===== src/rtl/mc_control_pkg.sv =====
// Shared encodings for the multi-cycle MIPS-subset control unit: ALU codes,
// opcode/func constants, FSM state encoding, mux selects and decode types.
package mc_control_pkg;

  localparam logic [3:0] ALUC_ADD = 4'b0000;
  localparam logic [3:0] ALUC_SUB = 4'b0100;
  localparam logic [3:0] ALUC_AND = 4'b0001;
  localparam logic [3:0] ALUC_OR  = 4'b0101;
  localparam logic [3:0] ALUC_XOR = 4'b0010;
  localparam logic [3:0] ALUC_LUI = 4'b0110;
  localparam logic [3:0] ALUC_SLL = 4'b0011;
  localparam logic [3:0] ALUC_SRL = 4'b0111;
  localparam logic [3:0] ALUC_SRA = 4'b1111;

  localparam logic [5:0] OP_RTYPE = 6'b000000;
  localparam logic [5:0] OP_ADDI  = 6'b001000;
  localparam logic [5:0] OP_ANDI  = 6'b001100;
  localparam logic [5:0] OP_ORI   = 6'b001101;
  localparam logic [5:0] OP_XORI  = 6'b001110;
  localparam logic [5:0] OP_LW    = 6'b100011;
  localparam logic [5:0] OP_SW    = 6'b101011;
  localparam logic [5:0] OP_BEQ   = 6'b000100;
  localparam logic [5:0] OP_BNE   = 6'b000101;
  localparam logic [5:0] OP_LUI   = 6'b001111;
  localparam logic [5:0] OP_J     = 6'b000010;
  localparam logic [5:0] OP_JAL   = 6'b000011;

  localparam logic [5:0] FN_ADD = 6'b100000;
  localparam logic [5:0] FN_SUB = 6'b100010;
  localparam logic [5:0] FN_AND = 6'b100100;
  localparam logic [5:0] FN_OR  = 6'b100101;
  localparam logic [5:0] FN_XOR = 6'b100110;
  localparam logic [5:0] FN_SLL = 6'b000000;
  localparam logic [5:0] FN_SRL = 6'b000010;
  localparam logic [5:0] FN_SRA = 6'b000011;
  localparam logic [5:0] FN_JR  = 6'b001000;

  typedef enum logic [2:0] {
    ST_IF  = 3'd0,
    ST_ID  = 3'd1,
    ST_EXE = 3'd2,
    ST_MEM = 3'd3,
    ST_WB  = 3'd4
  } state_t;

  localparam logic [1:0] A_PC      = 2'd0;
  localparam logic [1:0] A_RS      = 2'd1;
  localparam logic [1:0] A_SHAMT   = 2'd2;

  localparam logic [1:0] B_RT      = 2'd0;
  localparam logic [1:0] B_FOUR    = 2'd1;
  localparam logic [1:0] B_SEXT    = 2'd2;
  localparam logic [1:0] B_BR      = 2'd3;

  localparam logic [1:0] PC_ALU    = 2'd0;
  localparam logic [1:0] PC_ALUOUT = 2'd1;
  localparam logic [1:0] PC_JUMP   = 2'd2;
  localparam logic [1:0] PC_RS     = 2'd3;

  localparam logic [1:0] RD_RT     = 2'd0;
  localparam logic [1:0] RD_RD     = 2'd1;
  localparam logic [1:0] RD_R31    = 2'd2;

  localparam logic [1:0] WB_ALUOUT = 2'd0;
  localparam logic [1:0] WB_MDR    = 2'd1;
  localparam logic [1:0] WB_PC     = 2'd2;

  typedef enum logic [3:0] {
    CL_RALU = 4'd0,
    CL_IALU = 4'd1,
    CL_LW   = 4'd2,
    CL_SW   = 4'd3,
    CL_BEQ  = 4'd4,
    CL_BNE  = 4'd5,
    CL_J    = 4'd6,
    CL_JAL  = 4'd7,
    CL_JR   = 4'd8,
    CL_ILL  = 4'd9
  } iclass_t;

  typedef struct packed {
    iclass_t    iclass;
    logic [3:0] aluc;
    logic [1:0] a_sel;
    logic [1:0] b_sel;
    logic       ext_zero;
    logic       illegal;
  } decode_t;

  typedef struct packed {
    logic [3:0] aluc;
    logic [1:0] alu_a_sel;
    logic [1:0] alu_b_sel;
    logic       ext_zero;
    logic       mem_read;
    logic       mem_write;
    logic       iord;
    logic       ir_write;
    logic       pc_write;
    logic [1:0] pc_src;
    logic       reg_write;
    logic [1:0] reg_dst;
    logic [1:0] wb_sel;
    logic       illegal;
  } ctrl_t;

  function automatic logic branch_taken(input iclass_t iclass, input logic z);
    return ((iclass == CL_BEQ) && z) || ((iclass == CL_BNE) && !z);
  endfunction

endpackage


===== src/rtl/mc_control_decode.sv =====
// Combinational instruction decoder: op/func to instruction class, the
// EXE-state ALU operation and operand selects, and the illegal flag.
module mc_decode
  import mc_control_pkg::*;
(
  input  logic [5:0] op,
  input  logic [5:0] func,
  output decode_t    dec
);

  // op/func lookup; anything not listed falls through to the illegal class
  always_comb begin
    dec.iclass   = CL_ILL;
    dec.aluc     = ALUC_ADD;
    dec.a_sel    = A_RS;
    dec.b_sel    = B_RT;
    dec.ext_zero = 1'b0;
    if (op == OP_RTYPE) begin
      case (func)
        FN_ADD: begin dec.iclass = CL_RALU; dec.aluc = ALUC_ADD; end
        FN_SUB: begin dec.iclass = CL_RALU; dec.aluc = ALUC_SUB; end
        FN_AND: begin dec.iclass = CL_RALU; dec.aluc = ALUC_AND; end
        FN_OR:  begin dec.iclass = CL_RALU; dec.aluc = ALUC_OR;  end
        FN_XOR: begin dec.iclass = CL_RALU; dec.aluc = ALUC_XOR; end
        FN_SLL: begin dec.iclass = CL_RALU; dec.aluc = ALUC_SLL; dec.a_sel = A_SHAMT; end
        FN_SRL: begin dec.iclass = CL_RALU; dec.aluc = ALUC_SRL; dec.a_sel = A_SHAMT; end
        FN_SRA: begin dec.iclass = CL_RALU; dec.aluc = ALUC_SRA; dec.a_sel = A_SHAMT; end
        FN_JR:  begin dec.iclass = CL_JR; end
        default: begin dec.iclass = CL_ILL; end
      endcase
    end else begin
      case (op)
        OP_ADDI: begin dec.iclass = CL_IALU; dec.b_sel = B_SEXT; end
        OP_ANDI: begin
          dec.iclass = CL_IALU; dec.aluc = ALUC_AND; dec.b_sel = B_SEXT; dec.ext_zero = 1'b1;
        end
        OP_ORI: begin
          dec.iclass = CL_IALU; dec.aluc = ALUC_OR; dec.b_sel = B_SEXT; dec.ext_zero = 1'b1;
        end
        OP_XORI: begin
          dec.iclass = CL_IALU; dec.aluc = ALUC_XOR; dec.b_sel = B_SEXT; dec.ext_zero = 1'b1;
        end
        OP_LUI:  begin dec.iclass = CL_IALU; dec.aluc = ALUC_LUI; dec.b_sel = B_SEXT; end
        OP_LW:   begin dec.iclass = CL_LW;  dec.b_sel = B_SEXT; end
        OP_SW:   begin dec.iclass = CL_SW;  dec.b_sel = B_SEXT; end
        OP_BEQ:  begin dec.iclass = CL_BEQ; dec.aluc = ALUC_SUB; end
        OP_BNE:  begin dec.iclass = CL_BNE; dec.aluc = ALUC_SUB; end
        OP_J:    begin dec.iclass = CL_J;   end
        OP_JAL:  begin dec.iclass = CL_JAL; end
        default: begin dec.iclass = CL_ILL; end
      endcase
    end
    dec.illegal = (dec.iclass == CL_ILL);
  end

endmodule


===== src/rtl/mc_control.sv =====
// Multi-cycle control FSM (IF/ID/EXE/MEM/WB) for the MIPS-subset CPU with a
// shared instruction/data memory handshaking on mem_ready.
module mc_control
  import mc_control_pkg::*;
(
  input  logic       clock,
  input  logic       resetn,
  input  logic [5:0] op,
  input  logic [5:0] func,
  input  logic       z,
  input  logic       mem_ready,
  output logic [3:0] aluc,
  output logic [1:0] alu_a_sel,
  output logic [1:0] alu_b_sel,
  output logic       ext_zero,
  output logic       mem_read,
  output logic       mem_write,
  output logic       iord,
  output logic       ir_write,
  output logic       pc_write,
  output logic [1:0] pc_src,
  output logic       reg_write,
  output logic [1:0] reg_dst,
  output logic [1:0] wb_sel,
  output logic       illegal
);

  state_t  state_r;
  state_t  state_next_s;
  decode_t dec_s;
  ctrl_t   ctrl_s;

  mc_decode u_decode (
    .op   (op),
    .func (func),
    .dec  (dec_s)
  );

  // State register
  always_ff @(posedge clock or negedge resetn) begin
    if (!resetn) begin
      state_r <= ST_IF;
    end else begin
      state_r <= state_next_s;
    end
  end

  // Next-state logic
  always_comb begin
    state_next_s = ST_IF;
    case (state_r)
      ST_IF: begin
        if (mem_ready) state_next_s = ST_ID;
        else           state_next_s = ST_IF;
      end
      ST_ID: begin
        case (dec_s.iclass)
          CL_J, CL_JAL, CL_JR, CL_ILL: state_next_s = ST_IF;
          default:                     state_next_s = ST_EXE;
        endcase
      end
      ST_EXE: begin
        case (dec_s.iclass)
          CL_LW, CL_SW:   state_next_s = ST_MEM;
          CL_BEQ, CL_BNE: state_next_s = ST_IF;
          default:        state_next_s = ST_WB;
        endcase
      end
      ST_MEM: begin
        if (!mem_ready)                   state_next_s = ST_MEM;
        else if (dec_s.iclass == CL_LW)   state_next_s = ST_WB;
        else                              state_next_s = ST_IF;
      end
      ST_WB:   state_next_s = ST_IF;
      default: state_next_s = ST_IF;
    endcase
  end

  // Per-state output decode; everything is forced low while reset is held
  always_comb begin
    ctrl_s = '0;
    case (state_r)
      ST_IF: begin
        ctrl_s.aluc      = ALUC_ADD;
        ctrl_s.alu_a_sel = A_PC;
        ctrl_s.alu_b_sel = B_FOUR;
        ctrl_s.mem_read  = 1'b1;
        if (mem_ready) begin
          ctrl_s.ir_write = 1'b1;
          ctrl_s.pc_write = 1'b1;
          ctrl_s.pc_src   = PC_ALU;
        end else begin
          ctrl_s.ir_write = 1'b0;
          ctrl_s.pc_write = 1'b0;
        end
      end
      ST_ID: begin
        ctrl_s.aluc      = ALUC_ADD;
        ctrl_s.alu_a_sel = A_PC;
        ctrl_s.alu_b_sel = B_BR;
        case (dec_s.iclass)
          CL_J: begin
            ctrl_s.pc_write = 1'b1;
            ctrl_s.pc_src   = PC_JUMP;
          end
          CL_JAL: begin
            ctrl_s.pc_write  = 1'b1;
            ctrl_s.pc_src    = PC_JUMP;
            ctrl_s.reg_write = 1'b1;
            ctrl_s.reg_dst   = RD_R31;
            ctrl_s.wb_sel    = WB_PC;
          end
          CL_JR: begin
            ctrl_s.pc_write = 1'b1;
            ctrl_s.pc_src   = PC_RS;
          end
          CL_ILL:  ctrl_s.illegal = 1'b1;
          default: ctrl_s.illegal = 1'b0;
        endcase
      end
      ST_EXE: begin
        ctrl_s.aluc      = dec_s.aluc;
        ctrl_s.alu_a_sel = dec_s.a_sel;
        ctrl_s.alu_b_sel = dec_s.b_sel;
        ctrl_s.ext_zero  = dec_s.ext_zero;
        // branch target was left in ALUOut by ID
        if (branch_taken(dec_s.iclass, z)) begin
          ctrl_s.pc_write = 1'b1;
          ctrl_s.pc_src   = PC_ALUOUT;
        end else begin
          ctrl_s.pc_write = 1'b0;
        end
      end
      ST_MEM: begin
        ctrl_s.iord      = 1'b1;
        ctrl_s.mem_read  = (dec_s.iclass == CL_LW);
        ctrl_s.mem_write = (dec_s.iclass == CL_SW);
      end
      ST_WB: begin
        ctrl_s.reg_write = 1'b1;
        case (dec_s.iclass)
          CL_RALU: ctrl_s.reg_dst = RD_RD;
          CL_LW:   ctrl_s.wb_sel  = WB_MDR;
          default: ctrl_s.reg_dst = RD_RT;
        endcase
      end
      default: ctrl_s = '0;
    endcase
    if (!resetn) begin
      ctrl_s = '0;
    end else begin
      ctrl_s = ctrl_s;
    end
  end

  assign aluc      = ctrl_s.aluc;
  assign alu_a_sel = ctrl_s.alu_a_sel;
  assign alu_b_sel = ctrl_s.alu_b_sel;
  assign ext_zero  = ctrl_s.ext_zero;
  assign mem_read  = ctrl_s.mem_read;
  assign mem_write = ctrl_s.mem_write;
  assign iord      = ctrl_s.iord;
  assign ir_write  = ctrl_s.ir_write;
  assign pc_write  = ctrl_s.pc_write;
  assign pc_src    = ctrl_s.pc_src;
  assign reg_write = ctrl_s.reg_write;
  assign reg_dst   = ctrl_s.reg_dst;
  assign wb_sel    = ctrl_s.wb_sel;
  assign illegal   = ctrl_s.illegal;

endmodule


===== config.mk =====
export PLATFORM = sky130hd
export DESIGN_NAME = mc_control
export DESIGN_NICKNAME = d
export VERILOG_FILES = /design/src/rtl/mc_control_pkg.sv /design/src/rtl/mc_control_decode.sv /design/src/rtl/mc_control.sv
export SDC_FILE = /design/constraint.sdc
export NUM_CORES = 1
export LEC_CHECK = 0
export ABC_AREA = 1
export CORE_MARGIN = 2
export CORE_UTILIZATION = 46
export CTS_CLUSTER_DIAMETER = 40
export DETAILED_ROUTE_END_ITERATION = 10
export PLACE_DENSITY = 0.85
export SETUP_SLACK_MARGIN = 0.05
export SLEW_MARGIN = 5
export SYNTH_ARGS = -nofsm -noshare
export SYNTH_HDL_FRONTEND = slang
export SYNTH_HIERARCHICAL = 1
export SYNTH_SLANG_ARGS = --single-unit
export TNS_END_PERCENT = 100

===== constraint.sdc =====
create_clock -name clock -period 4.85 [get_ports clock]
set_clock_uncertainty 0.15 [all_clocks]
set_input_delay 0.97 -clock clock [delete_from_list [all_inputs] [get_ports clock]]
set_output_delay 0.97 -clock clock [all_outputs]
set_load 0.005 [all_outputs]

==> impl_metrics.py <==
metrics = {
    "hold_path": {
        "hp-start": "state_r[1]",
        "worst_hold_path_type": "flop to flop",
    },
    "cells_and_area": {
        "top_register": "state_r",
        "regArea_sq_um": 75.1,
        "fillerInstances": 180,
        "largest_register_ff_count": 3,
        "diodes": 0,
        "nets": 241,
        "multi_input_area_sq_um": 657,
        "most-common-layout-cells": "nand2_1, nor2_1, inv_1, clkdlybuf4s50_1, nand3_1",
        "layout-drive-gt1-share_pct": 7.59,
        "synthToLayoutAreaGrowth_pct": 47.0,
        "largest_registers": "state_r (3)",
        "fin_cells": 249,
    },
    "die": {
        "std_cell_rows": 15,
        "core_area_sq_mm": 0.00176,
        "fp.dieH_um": 48.0,
        "io_pins": 38,
        "die_w_um": 48.0,
        "dieArea_sq_mm": 0.00230,
        "start_util_pct": 50.4,
    },
    "clocking": {
        "cts_buffers": 3,
        "clk_pin_slew_ns": 0.04,
        "clock_latency_ns": 0.24,
        "htreeDepth": 1,
        "root_buffer": "clkbuf_4",
        "clock_sinks": 3,
        "clock_path_buffers": 2,
        "cts_tree": "yes",
    },
    "worst_setup_path": {
        "path_cells": "clkdlybuf4s50_1, nor2_4, nand3_1, nand2_2, inv_1, nand2_1, nand2_1, nand2_1, nand2_1, nor2_1, inv_1, nand2_1, nand2_1, nor2_2, nor2_1, nor2_1, clkdlybuf4s50_1",
        "crit_fanout": 7,
        "worst_setup_path_start_kind": "input pin",
        "worst_path_largest_cell_delay_ns": 0.51,
        "crit_path_start": "op[4]",
        "rr_startpoint": "state_r[2]",
        "cp_top_family": "simple AND/OR/NAND/NOR gates",
        "cp.required_ns": 3.73,
        "critPathKind": "input pin to primary output",
        "worstPathArrival_ns": 3.43,
        "cp-end-kind": "primary output",
        "critical_path_buf_inv_count": 4,
        "cp_common_cell": "nand2_1",
        "slowest_stage": "clkdlybuf4s50_1",
    },
    "drt": {
        "vias_per_cell": 5.03,
        "firstDrtPassIters": 4,
        "num_vias": 1253,
        "wl_mm": 2.58,
        "drt_iter0_drc": 41,
        "detail-route-antenna-nets": 0,
        "drcViolationCount": 0,
        "wl_per_cell_um": 10.4,
    },
    "synthesis": {
        "synth-warning-count": 6,
        "synth_area_sq_um": 890,
        "synth_nets": 202,
        "netlist_instances": 186,
        "syn_area_per_cell_sq_um": 4.78,
    },
    "placement": {
        "dp.cells": 244,
        "port_buffers": 37,
        "dp_hpwl_mm": 2.14,
        "gp_congestion": 0.877,
    },
    "global_route": {
        "grt_pass1_wl_mm": 3.85,
        "track_usage_pct": 23.4,
        "antenna_found_initial": 0,
        "grt_pass1_vias": 932,
        "gr-total-overflow": 0,
        "grt_start_max_net_pins": 14,
    },
    "timing": {
        "worstMarginPinSlew_ns": 0.678,
        "fin_crit_sh_pct": 93.9,
        "maxSlewHeadroom_pct": 54.5,
        "rsz0062_at_grt": "no",
        "setup_viol": 0,
        "fin_crit_ns": 4.55,
        "slew_violations": 0,
        "finalHoldViolations": 0,
        "fmax_ghz": 0.220,
        "fin_setup_tns_ns": 0,
        "whs_ns": 0.486,
    },
    "power_and_ir_drop": {
        "ir_drop_uv": 118,
        "power.leakage_nw": 0.672,
        "p_per_area_mw_per_mm2": 158,
    },
    "run_status": {
        "outcome": "finished, final reports clean",
    },
    "job": {
        "drv_cap": 0,
    },
}
-- routing by layer --
layer	GRT usage (%)	share of wire, %	up-vias
met1	33.0	47	549
li1	-	-	651
met4	6.49	1.9	0
met2	37.6	46	47
met3	2.26	5.6	6
met5	0	0	-
-- layout make-up --
type	instances	share of cell area, %
Multi-Input combinational cell	143	50.2
Tap cell	25	2.39
Inverter	36	10.3
Timing Repair Buffer	38	29.3
Clock buffer	4	2.01
Sequential cell	3	5.74
-- final timing paths --
kind | end | slack, ns | depth (start not counted)
hold reg to reg | state_r[1] | 0.49 | 3
setup / recovery | pc_src[0] | 0.30 | 17
max in group asynchronous | state_r[0] | 3.55 | 1
min in group asynchronous | state_r[1] | 0.81 | 1
setup reg to reg | state_r[1] | 3.26 | 3
hold / removal | state_r[1] | 0.49 | 3
-- report_power, final --
| part | switching (mW) | internal (mW) | total, mW | leakage [nW] |
|---|---|---|---|---|
| sequential | 0.00741 | 0.0309 | 0.0383 | 0.0399 |
| clock | 0.0140 | 0.0309 | 0.0449 | 0.0150 |
| combinational | 0.0692 | 0.0546 | 0.124 | 0.617 |
-- metrics by stage --
stage / utilization, % / total power [mW] / area [sq um] / worst slack, ns
2_1_floorplan: - / 0.108 / 890 / 1.50
3_3_place_gp: 71.5 / 0.157 / 1260 / 0.350
3_5_place_dp: 71.5 / 0.160 / 1260 / 0.246
4_1_cts: 73.0 / 0.206 / 1290 / 0.243
5_1_grt: 74.1 / 0.225 / 1310 / 0.0331
6_report: 74.1 / 0.207 / 1310 / 0.297
-- worst min-delay path: stages, from the launching register on --
cell and delay, ns:
dfrtp_1 0.39, nor3_2 0.08, nand4_1 0.08, nand2_1 0.04
-- timing repair --
action,4_1_cts,5_1_grt
hold buffers,0,0
setup endpoints to repair,0,3
gates resized for setup,0,4
buffers inserted,0,1
Note: power is estimated with default switching activity, not from simulation.
